<file path="src/rtl/multicycle_ctrl_pkg.sv">
// Shared encodings for the multicycle MIPS control FSM: state codes, IR field
// values, datapath mux/ALU encodings, exception causes and the control bundle.
package multicycle_ctrl_pkg;

    typedef enum logic [4:0] {
        ST_RESET      = 5'd0,
        ST_FETCH      = 5'd1,
        ST_FETCH_WAIT = 5'd2,
        ST_IR_LOAD    = 5'd3,
        ST_DECODE     = 5'd4,
        ST_EXEC_R     = 5'd5,
        ST_WB_R       = 5'd6,
        ST_BRANCH     = 5'd7,
        ST_ADDR       = 5'd8,
        ST_LW_MEM     = 5'd9,
        ST_LW_WAIT    = 5'd10,
        ST_LW_WB      = 5'd11,
        ST_SW_MEM     = 5'd12,
        ST_SW_WAIT    = 5'd13,
        ST_LUI        = 5'd14,
        ST_JUMP       = 5'd15,
        ST_EXC        = 5'd16,
        ST_HALT       = 5'd17
    } state_t;

    localparam logic [5:0] OP_RTYPE = 6'h00;
    localparam logic [5:0] OP_J     = 6'h02;
    localparam logic [5:0] OP_BEQ   = 6'h04;
    localparam logic [5:0] OP_BNE   = 6'h05;
    localparam logic [5:0] OP_LUI   = 6'h0F;
    localparam logic [5:0] OP_LW    = 6'h23;
    localparam logic [5:0] OP_SW    = 6'h2B;

    localparam logic [5:0] FN_NOP   = 6'h00;
    localparam logic [5:0] FN_BREAK = 6'h0D;
    localparam logic [5:0] FN_ADD   = 6'h20;
    localparam logic [5:0] FN_SUB   = 6'h22;
    localparam logic [5:0] FN_AND   = 6'h24;
    localparam logic [5:0] FN_XOR   = 6'h26;

    localparam logic [2:0] ALU_PASS = 3'b000;
    localparam logic [2:0] ALU_ADD  = 3'b001;
    localparam logic [2:0] ALU_SUB  = 3'b010;
    localparam logic [2:0] ALU_AND  = 3'b011;
    localparam logic [2:0] ALU_XOR  = 3'b100;
    localparam logic [2:0] ALU_LUI  = 3'b101;

    localparam logic [1:0] PC_SRC_ALU    = 2'b00;
    localparam logic [1:0] PC_SRC_ALUOUT = 2'b01;
    localparam logic [1:0] PC_SRC_JUMP   = 2'b10;
    localparam logic [1:0] PC_SRC_EXC    = 2'b11;

    localparam logic [1:0] SRCB_B       = 2'b00;
    localparam logic [1:0] SRCB_FOUR    = 2'b01;
    localparam logic [1:0] SRCB_IMM     = 2'b10;
    localparam logic [1:0] SRCB_IMM_SH2 = 2'b11;

    localparam logic [1:0] MTR_ALUOUT = 2'b00;
    localparam logic [1:0] MTR_MDR    = 2'b01;

    localparam logic [1:0] CAUSE_ILLEGAL = 2'b00;
    localparam logic [1:0] CAUSE_OVF     = 2'b01;

    localparam int unsigned WAIT_W = 4;

    typedef struct packed {
        logic       mem_wr;
        logic       iord;
        logic       ir_wr;
        logic       mdr_wr;
        logic       pc_wr;
        logic       pc_wr_cond;
        logic       branch_ne;
        logic [1:0] pc_src;
        logic       a_wr;
        logic       b_wr;
        logic       alu_src_a;
        logic [1:0] alu_src_b;
        logic [2:0] alu_op;
        logic       aluout_wr;
        logic       reg_dst;
        logic [1:0] mem_to_reg;
        logic       reg_wr;
        logic       epc_wr;
        logic [1:0] cause;
        logic       halted;
    } ctrl_t;

    function automatic logic [2:0] funct_alu_op(input logic [5:0] funct);
        logic [2:0] op_v;
        case (funct)
            FN_ADD:  op_v = ALU_ADD;
            FN_SUB:  op_v = ALU_SUB;
            FN_AND:  op_v = ALU_AND;
            FN_XOR:  op_v = ALU_XOR;
            default: op_v = ALU_PASS;
        endcase
        return op_v;
    endfunction

    // Only the signed add/subtract trap on overflow; logic ops ignore the flag.
    function automatic logic funct_traps_ovf(input logic [5:0] funct);
        return (funct == FN_ADD) || (funct == FN_SUB);
    endfunction

endpackage

</file>
<file path="src/rtl/mem_wait_counter.sv">
// Memory wait-state down-counter shared by the fetch, load and store phases.
module mem_wait_counter
    import multicycle_ctrl_pkg::*;
#(
    parameter int unsigned CNT_W = WAIT_W
) (
    input  logic             clk,
    input  logic             rst_n,
    input  logic             srst,
    input  logic             load,
    input  logic             dec,
    input  logic [CNT_W-1:0] load_val,
    output logic             done
);

    logic [CNT_W-1:0] cnt_r;

    // Remaining wait cycles: load on a memory access, count down while waiting.
    always_ff @(posedge clk or negedge rst_n) begin
        if (!rst_n) begin
            cnt_r <= '0;
        end else if (srst) begin
            cnt_r <= '0;
        end else if (load) begin
            cnt_r <= load_val;
        end else if (dec && (cnt_r != '0)) begin
            cnt_r <= cnt_r - CNT_W'(1);
        end else begin
            cnt_r <= cnt_r;
        end
    end

    // A stray zero count also releases the wait so the FSM can never stall.
    assign done = (cnt_r <= CNT_W'(1));

endmodule

</file>
<file path="src/rtl/multicycle_ctrl.sv">
// Multicycle MIPS control FSM: sequences every datapath enable and mux select,
// with memory wait states, LUI/J, EPC/cause exceptions and a sticky BREAK halt.
module multicycle_ctrl
    import multicycle_ctrl_pkg::*;
#(
    parameter int unsigned MEM_WAIT = 1,
    parameter int unsigned STATE_W  = 5
) (
    input  logic               clk,
    input  logic               reset,
    input  logic [5:0]         opcode,
    input  logic [5:0]         funct,
    input  logic               overflow,
    output logic               mem_wr,
    output logic               iord,
    output logic               ir_wr,
    output logic               mdr_wr,
    output logic               pc_wr,
    output logic               pc_wr_cond,
    output logic               branch_ne,
    output logic [1:0]         pc_src,
    output logic               a_wr,
    output logic               b_wr,
    output logic               alu_src_a,
    output logic [1:0]         alu_src_b,
    output logic [2:0]         alu_op,
    output logic               aluout_wr,
    output logic               reg_dst,
    output logic [1:0]         mem_to_reg,
    output logic               reg_wr,
    output logic               epc_wr,
    output logic [1:0]         cause,
    output logic               halted,
    output logic [STATE_W-1:0] state_o
);

    localparam logic              NO_WAIT   = (MEM_WAIT == 32'd0);
    localparam logic [WAIT_W-1:0] WAIT_LOAD = WAIT_W'(MEM_WAIT);

    state_t state_r;
    state_t next_state_s;
    ctrl_t  ctrl_r;
    ctrl_t  ctrl_next_s;
    logic   wait_load_s;
    logic   wait_dec_s;
    logic   wait_done_s;
    logic   wait_srst_s;

    assign wait_load_s = (state_r == ST_FETCH) || (state_r == ST_LW_MEM) || (state_r == ST_SW_MEM);
    assign wait_dec_s  = (state_r == ST_FETCH_WAIT) || (state_r == ST_LW_WAIT) || (state_r == ST_SW_WAIT);
    assign wait_srst_s = (state_r == ST_RESET);

    mem_wait_counter #(.CNT_W(WAIT_W)) u_wait (
        .clk      (clk),
        .rst_n    (reset),
        .srst     (wait_srst_s),
        .load     (wait_load_s),
        .dec      (wait_dec_s),
        .load_val (WAIT_LOAD),
        .done     (wait_done_s)
    );

    // Next-state selection, including instruction dispatch out of DECODE.
    always_comb begin
        next_state_s = state_r;
        case (state_r)
            ST_RESET:      next_state_s = ST_FETCH;
            ST_FETCH:      next_state_s = NO_WAIT ? ST_IR_LOAD : ST_FETCH_WAIT;
            ST_FETCH_WAIT: next_state_s = wait_done_s ? ST_IR_LOAD : ST_FETCH_WAIT;
            ST_IR_LOAD:    next_state_s = ST_DECODE;
            ST_DECODE: begin
                if (opcode == OP_RTYPE) begin
                    case (funct)
                        FN_ADD, FN_SUB, FN_AND, FN_XOR: next_state_s = ST_EXEC_R;
                        FN_BREAK:                       next_state_s = ST_HALT;
                        FN_NOP:                         next_state_s = ST_FETCH;
                        default:                        next_state_s = ST_EXC;
                    endcase
                end else begin
                    case (opcode)
                        OP_BEQ, OP_BNE: next_state_s = ST_BRANCH;
                        OP_LW, OP_SW:   next_state_s = ST_ADDR;
                        OP_LUI:         next_state_s = ST_LUI;
                        OP_J:           next_state_s = ST_JUMP;
                        default:        next_state_s = ST_EXC;
                    endcase
                end
            end
            ST_EXEC_R: begin
                if (overflow && funct_traps_ovf(funct)) begin
                    next_state_s = ST_EXC;
                end else begin
                    next_state_s = ST_WB_R;
                end
            end
            ST_WB_R:    next_state_s = ST_FETCH;
            ST_BRANCH:  next_state_s = ST_FETCH;
            ST_ADDR:    next_state_s = (opcode == OP_SW) ? ST_SW_MEM : ST_LW_MEM;
            ST_LW_MEM:  next_state_s = NO_WAIT ? ST_LW_WB : ST_LW_WAIT;
            ST_LW_WAIT: next_state_s = wait_done_s ? ST_LW_WB : ST_LW_WAIT;
            ST_LW_WB:   next_state_s = ST_FETCH;
            ST_SW_MEM:  next_state_s = NO_WAIT ? ST_FETCH : ST_SW_WAIT;
            ST_SW_WAIT: next_state_s = wait_done_s ? ST_FETCH : ST_SW_WAIT;
            ST_LUI:     next_state_s = ST_WB_R;
            ST_JUMP:    next_state_s = ST_FETCH;
            ST_EXC:     next_state_s = ST_FETCH;
            ST_HALT:    next_state_s = ST_HALT;
            default:    next_state_s = ST_RESET;
        endcase
    end

    // Control word for the state being entered, so outputs come straight from flops.
    always_comb begin
        ctrl_next_s = '0;
        case (next_state_s)
            ST_FETCH: begin
                ctrl_next_s.pc_wr     = 1'b1;
                ctrl_next_s.pc_src    = PC_SRC_ALU;
                ctrl_next_s.alu_src_b = SRCB_FOUR;
                ctrl_next_s.alu_op    = ALU_ADD;
            end
            ST_IR_LOAD: ctrl_next_s.ir_wr = 1'b1;
            ST_DECODE: begin
                ctrl_next_s.a_wr      = 1'b1;
                ctrl_next_s.b_wr      = 1'b1;
                ctrl_next_s.alu_src_b = SRCB_IMM_SH2;
                ctrl_next_s.alu_op    = ALU_ADD;
                ctrl_next_s.aluout_wr = 1'b1;
            end
            ST_EXEC_R: begin
                ctrl_next_s.alu_src_a = 1'b1;
                ctrl_next_s.alu_src_b = SRCB_B;
                ctrl_next_s.alu_op    = funct_alu_op(funct);
                ctrl_next_s.aluout_wr = 1'b1;
            end
            ST_WB_R: begin
                // LUI shares the ALUOut write-back but targets rt.
                ctrl_next_s.reg_dst    = (state_r != ST_LUI);
                ctrl_next_s.mem_to_reg = MTR_ALUOUT;
                ctrl_next_s.reg_wr     = 1'b1;
            end
            ST_BRANCH: begin
                ctrl_next_s.alu_src_a  = 1'b1;
                ctrl_next_s.alu_src_b  = SRCB_B;
                ctrl_next_s.alu_op     = ALU_SUB;
                ctrl_next_s.pc_wr_cond = 1'b1;
                ctrl_next_s.pc_src     = PC_SRC_ALUOUT;
                ctrl_next_s.branch_ne  = opcode[0];
            end
            ST_ADDR: begin
                ctrl_next_s.alu_src_a = 1'b1;
                ctrl_next_s.alu_src_b = SRCB_IMM;
                ctrl_next_s.alu_op    = ALU_ADD;
                ctrl_next_s.aluout_wr = 1'b1;
            end
            ST_LW_MEM, ST_LW_WAIT: begin
                ctrl_next_s.iord   = 1'b1;
                ctrl_next_s.mdr_wr = 1'b1;
            end
            ST_LW_WB: begin
                ctrl_next_s.reg_dst    = 1'b0;
                ctrl_next_s.mem_to_reg = MTR_MDR;
                ctrl_next_s.reg_wr     = 1'b1;
            end
            ST_SW_MEM, ST_SW_WAIT: begin
                ctrl_next_s.iord   = 1'b1;
                ctrl_next_s.mem_wr = 1'b1;
            end
            ST_LUI: begin
                ctrl_next_s.alu_src_b = SRCB_IMM;
                ctrl_next_s.alu_op    = ALU_LUI;
                ctrl_next_s.aluout_wr = 1'b1;
            end
            ST_JUMP: begin
                ctrl_next_s.pc_wr  = 1'b1;
                ctrl_next_s.pc_src = PC_SRC_JUMP;
            end
            ST_EXC: begin
                ctrl_next_s.epc_wr = 1'b1;
                ctrl_next_s.pc_wr  = 1'b1;
                ctrl_next_s.pc_src = PC_SRC_EXC;
                ctrl_next_s.cause  = (state_r == ST_EXEC_R) ? CAUSE_OVF : CAUSE_ILLEGAL;
            end
            ST_HALT: ctrl_next_s.halted = 1'b1;
            default: ctrl_next_s = '0;
        endcase
    end

    // State and registered control word; reset clears both asynchronously.
    always_ff @(posedge clk or negedge reset) begin
        if (!reset) begin
            state_r <= ST_RESET;
            ctrl_r  <= '0;
        end else begin
            state_r <= next_state_s;
            ctrl_r  <= ctrl_next_s;
        end
    end

    assign mem_wr     = ctrl_r.mem_wr;
    assign iord       = ctrl_r.iord;
    assign ir_wr      = ctrl_r.ir_wr;
    assign mdr_wr     = ctrl_r.mdr_wr;
    assign pc_wr      = ctrl_r.pc_wr;
    assign pc_wr_cond = ctrl_r.pc_wr_cond;
    assign branch_ne  = ctrl_r.branch_ne;
    assign pc_src     = ctrl_r.pc_src;
    assign a_wr       = ctrl_r.a_wr;
    assign b_wr       = ctrl_r.b_wr;
    assign alu_src_a  = ctrl_r.alu_src_a;
    assign alu_src_b  = ctrl_r.alu_src_b;
    assign alu_op     = ctrl_r.alu_op;
    assign aluout_wr  = ctrl_r.aluout_wr;
    assign reg_dst    = ctrl_r.reg_dst;
    assign mem_to_reg = ctrl_r.mem_to_reg;
    assign reg_wr     = ctrl_r.reg_wr;
    assign epc_wr     = ctrl_r.epc_wr;
    assign cause      = ctrl_r.cause;
    assign halted     = ctrl_r.halted;
    assign state_o    = STATE_W'(state_r);

endmodule

</file>
<file path="config.mk">
export PLATFORM = sky130hd
export DESIGN_NAME = multicycle_ctrl
export DESIGN_NICKNAME = d
export VERILOG_FILES = /design/src/rtl/multicycle_ctrl_pkg.sv /design/src/rtl/mem_wait_counter.sv /design/src/rtl/multicycle_ctrl.sv
export SDC_FILE = /design/constraint.sdc
export NUM_CORES = 1
export LEC_CHECK = 0
export BUFFER_PORTS_ARGS = -buffer_cell sky130_fd_sc_hd__buf_4
export CAP_MARGIN = 20
export CORE_MARGIN = 4
export CORE_UTILIZATION = 54
export CTS_BUF_LIST = sky130_fd_sc_hd__clkbuf_4 sky130_fd_sc_hd__clkbuf_8
export DETAILED_ROUTE_END_ITERATION = 8
export PLACE_DENSITY_LB_ADDON = 0.08
export SLEW_MARGIN = 20
export SYNTH_ARGS = -nofsm -noshare
export SYNTH_HDL_FRONTEND = slang
export SYNTH_SLANG_ARGS = --single-unit
</file>
<file path="constraint.sdc">
create_clock -name clk -period 2.6 [get_ports clk]
set_input_delay 0.13 -clock clk [delete_from_list [all_inputs] [get_ports clk]]
set_output_delay 0.13 -clock clk [all_outputs]
set_load 0.02 [all_outputs]
</file>
==> flow_summary.json <==
{
  "rsz_0062_raised_after_global_routing": "no",
  "setup-tns-final_ns": 0,
  "clkLatencyLatePin_ns": 0.34,
  "power.combinational.fraction": 0.527,
  "dpl_cell_area_mm2": 0.00214,
  "clock-sinks": 32,
  "cts_tree": "done",
  "grt_max_degree": 33,
  "die_x_um": 64.9,
  "avgRoutedWirePerCell_um": 14.8,
  "drv_cap": 0,
  "flow.area_growth_from_synthesis_pct": 27.6,
  "h-tree-depth": 2,
  "finalCoreUtilization": 0.725,
  "grt_overflow": 0,
  "worst-endpoint-arrival_ns": 2.74,
  "vias_in_the_first_global_route": 1461,
  "post-route-min-period_ns": 2.47,
  "floorplan.io_pins": 46,
  "port_buffers": 43,
  "yosys.cell_types.count": 60,
  "nets": 249,
  "largest_reg_flops": 5,
  "p_switching_uw": 973,
  "cell_area_after_synthesis_mm2": 0.00175,
  "postRouteWirelength_mm": 4.08,
  "finalSetupViolCount": 0,
  "ys_async_sr_fraction": 1.00,
  "avg_cell_area_syn_um2": 9.66,
  "fmaxAchievable_mhz": 404,
  "vias": 1563,
  "postCtsResizedCells": 0,
  "synth_warnings": 0,
  "drt-vias-per-instance": 5.66,
  "starting_density_of_the_core": 0.568,
  "critical_path_peak_fanout": 10,
  "power_per_cell_area_mw_per_mm2": 1020,
  "drtPass1Iterations": 5,
  "clock_root_cell": "clkbuf_4",
  "cts_buffer_count": 5,
  "finalInstanceArea_mm2": 0.00223,
  "final_cells": 276,
  "sw_frac_of_total": 0.426,
  "fin_worst_skew_ns": 0.0173,
  "fillers": 244,
  "track_usage": 0.213,
  "antenna_found_initial": 0,
  "cell_types_with_the_largest_area_share_after_synthesis": "dfrtp_1 46%, nand2_1 2.8%, nor2_1 2.8%",
  "placedCellCount": 267,
  "critical_path_required_ns": 2.86,
  "hold_violations": 0,
  "dieArea_mm2": 0.00421,
  "power.internal_mw": 1.31,
  "route.detailed.drc": 0,
  "hp-class": "in -> reg",
  "critPathCaptureType": "flop",
  "max-slew-margin-rel": 0.633,
  "vdd_ir_drop_max_mv": 0.521,
  "number_of_flops_mapped_to_enable_cells_by_yosys": 0,
  "synth_ff_type": "dfrtp_1",
  "antenna_cells_inserted": 0,
  "initial_detailed_routing_violation_count": 86,
  "path_clk_slew_ns": 0.11,
  "postSynthRegisterBits": 32,
  "place.gp.congestion": 0.958,
  "place_hpwl_mm": 3.12,
  "synth_sequential_area_ratio": 0.458,
  "grt_pass1_wl_mm": 6.87,
  "clock_tree.buffer_depth": 2,
  "clockPowerShare": 0.167,
  "design_power_total_mw": 2.28,
  "fraction_of_layout_instances_using_a_drive_strength_above_1": 0.289,
  "drtAntennaViolNets": 0,
  "critical_path.startpoint_type": "flop",
  "leakagePower_nw": 1.11,
  "timing.final.crit_share": 0.951,
  "seqPwrFrac": 0.306,
  "slew_violations": 0,
  "result_of_the_run": "completed",
  "synth_top_area_cell": "dfrtp_1",
  "worst-slew-pin-transition_ns": 0.546,
  "synth_top_cell_area_share": 0.458,
  "synthesis.instances": 181,
  "core-area_mm2": 0.00308,
  "fp-row-count": 20,
  "die_h_um": 64.9,
  "timing_worst_setup_path_type": "reg -> reg"
}
cell usage after synthesis, types with 3 or more instances:
library cell	instances
nor3_1	8
ha_1	3
clkbuf_1	4
buf_4	3
nand2_1	13
or3_1	4
o21ai_0	6
xor2_1	3
nor2b_1	4
nor2_1	13
xnor2_1	4
a21oi_1	3
nand2b_1	7
nand3_1	5
or4_1	3
nor4_1	5
dfrtp_1	32
inv_1	8
final cells by class:
| class | instances | area [um^2] | area share |
|---|---|---|---|
| Inverter | 9 | 33.8 | 0.0151 |
| Multi-Input combinational cell | 130 | 862 | 0.386 |
| Sequential cell | 32 | 801 | 0.359 |
| Timing Repair Buffer | 53 | 400 | 0.179 |
| Clock buffer | 5 | 37.5 | 0.0168 |
| Clock inverter | 3 | 42.5 | 0.0191 |
| Tap cell | 44 | 55.1 | 0.0247 |
worst max-delay path, cell delays in order, from the launching register on:
cell	delay, ns
dfrtp_1	0.53
or4b_4	0.52
or2_4	0.27
o32a_1	0.38
or4_1	0.40
o21a_1	0.21
o211ai_1	0.09
repair_timing:
item                                   4_1_cts  5_1_grt
hold buffers                                 1        0
endpoints found under the hold margin       32        0
buffers inserted                             0        0
stage by stage:
step / setup slack [ns] / hold WS, ns
after floorplan: 0.0933 / -0.166
after global placement: 0.227 / 0.0728
after detailed placement: 0.174 / 0.0808
after CTS: 0.133 / 0.0300
after global routing: 0.0233 / 0.0366
final: 0.128 / 0.0324
kinds of logic (layout without fill, tap and decap cells):
kind of cell / after synthesis / after routing / share of synthesized area
AO/OA/AOI/OAI: 32 / 32 / 0.135
XOR/XNOR: 7 / 7 / 0.0351
AND/OR/NAND/NOR: 85 / 85 / 0.291
multiplexers: 1 / 1 / 0.00572
buffers and inverters: 20 / 70 / 0.0515
other: 1 / 2 / 0.00214
flip-flops: 32 / 32 / 0.458
adder cells (fa/ha/maj): 3 / 3 / 0.0215
power by group through the flow:
stage / registers [mW] / clock network [mW] / logic [mW]
2_1_floorplan: 0.832 / 0 / 0.652
3_3_place_gp: 0.701 / 0 / 1.16
3_5_place_dp: 0.710 / 0 / 1.18
4_1_cts: 0.700 / 0.390 / 1.19
5_1_grt: 0.717 / 0.412 / 1.31
6_report: 0.700 / 0.381 / 1.20
final timing paths:
path	to	from	slack [ns]	depth (start not counted)
worst max register to register	alu_op[0]$_DFF_PN0_	state_o[2]$_DFF_PN0_	0.13	6
max in group asynchronous	branch_ne$_DFF_PN0_	reset	2.08	2
worst max-delay path	alu_op[0]$_DFF_PN0_	state_o[2]$_DFF_PN0_	0.13	6
worst min register to register	u_wait.cnt_r[3]$_DFFE_PN0P_	u_wait.cnt_r[3]$_DFFE_PN0P_	0.55	2
worst min-delay path	alu_op[0]$_DFF_PN0_	funct[1]	0.03	2
min in group asynchronous	mdr_wr$_DFF_PN0_	reset	0.24	2
metal layers:
layer | GRT usage | share of wire | vias to the layer above
met3 | 0.0537 | 0.084 | 12
met5 | 0 | 0 | -
met1 | 0.294 | 0.44 | 729
met2 | 0.317 | 0.45 | 74
li1 | - | - | 748
met4 | 0.0923 | 0.021 | 0
layout by cell type, fill, tap and decap left out, types with 2 or more instances in the layout:
cell	n
nor4_1	5
and3_1	2
nand3b_1	2
dfrtp_1	32
nand3_1	5
ha_1	3
buf_4	52
a31oi_1	2
nand4b_1	2
conb_1	2
xor2_1	3
nand2b_1	7
or3_1	4
a21oi_1	3
clkbuf_4	5
nor2b_1	4
inv_1	8
o21ai_0	6
and2_1	2
nand4_1	2
o211ai_1	2
nor3_1	8
or3b_2	2
xnor2_1	4
and3b_1	2
nor2_1	13
or4_1	3
nand2_1	13
and4b_1	2
No activity file was read; power rests on OpenSTA's default activity.
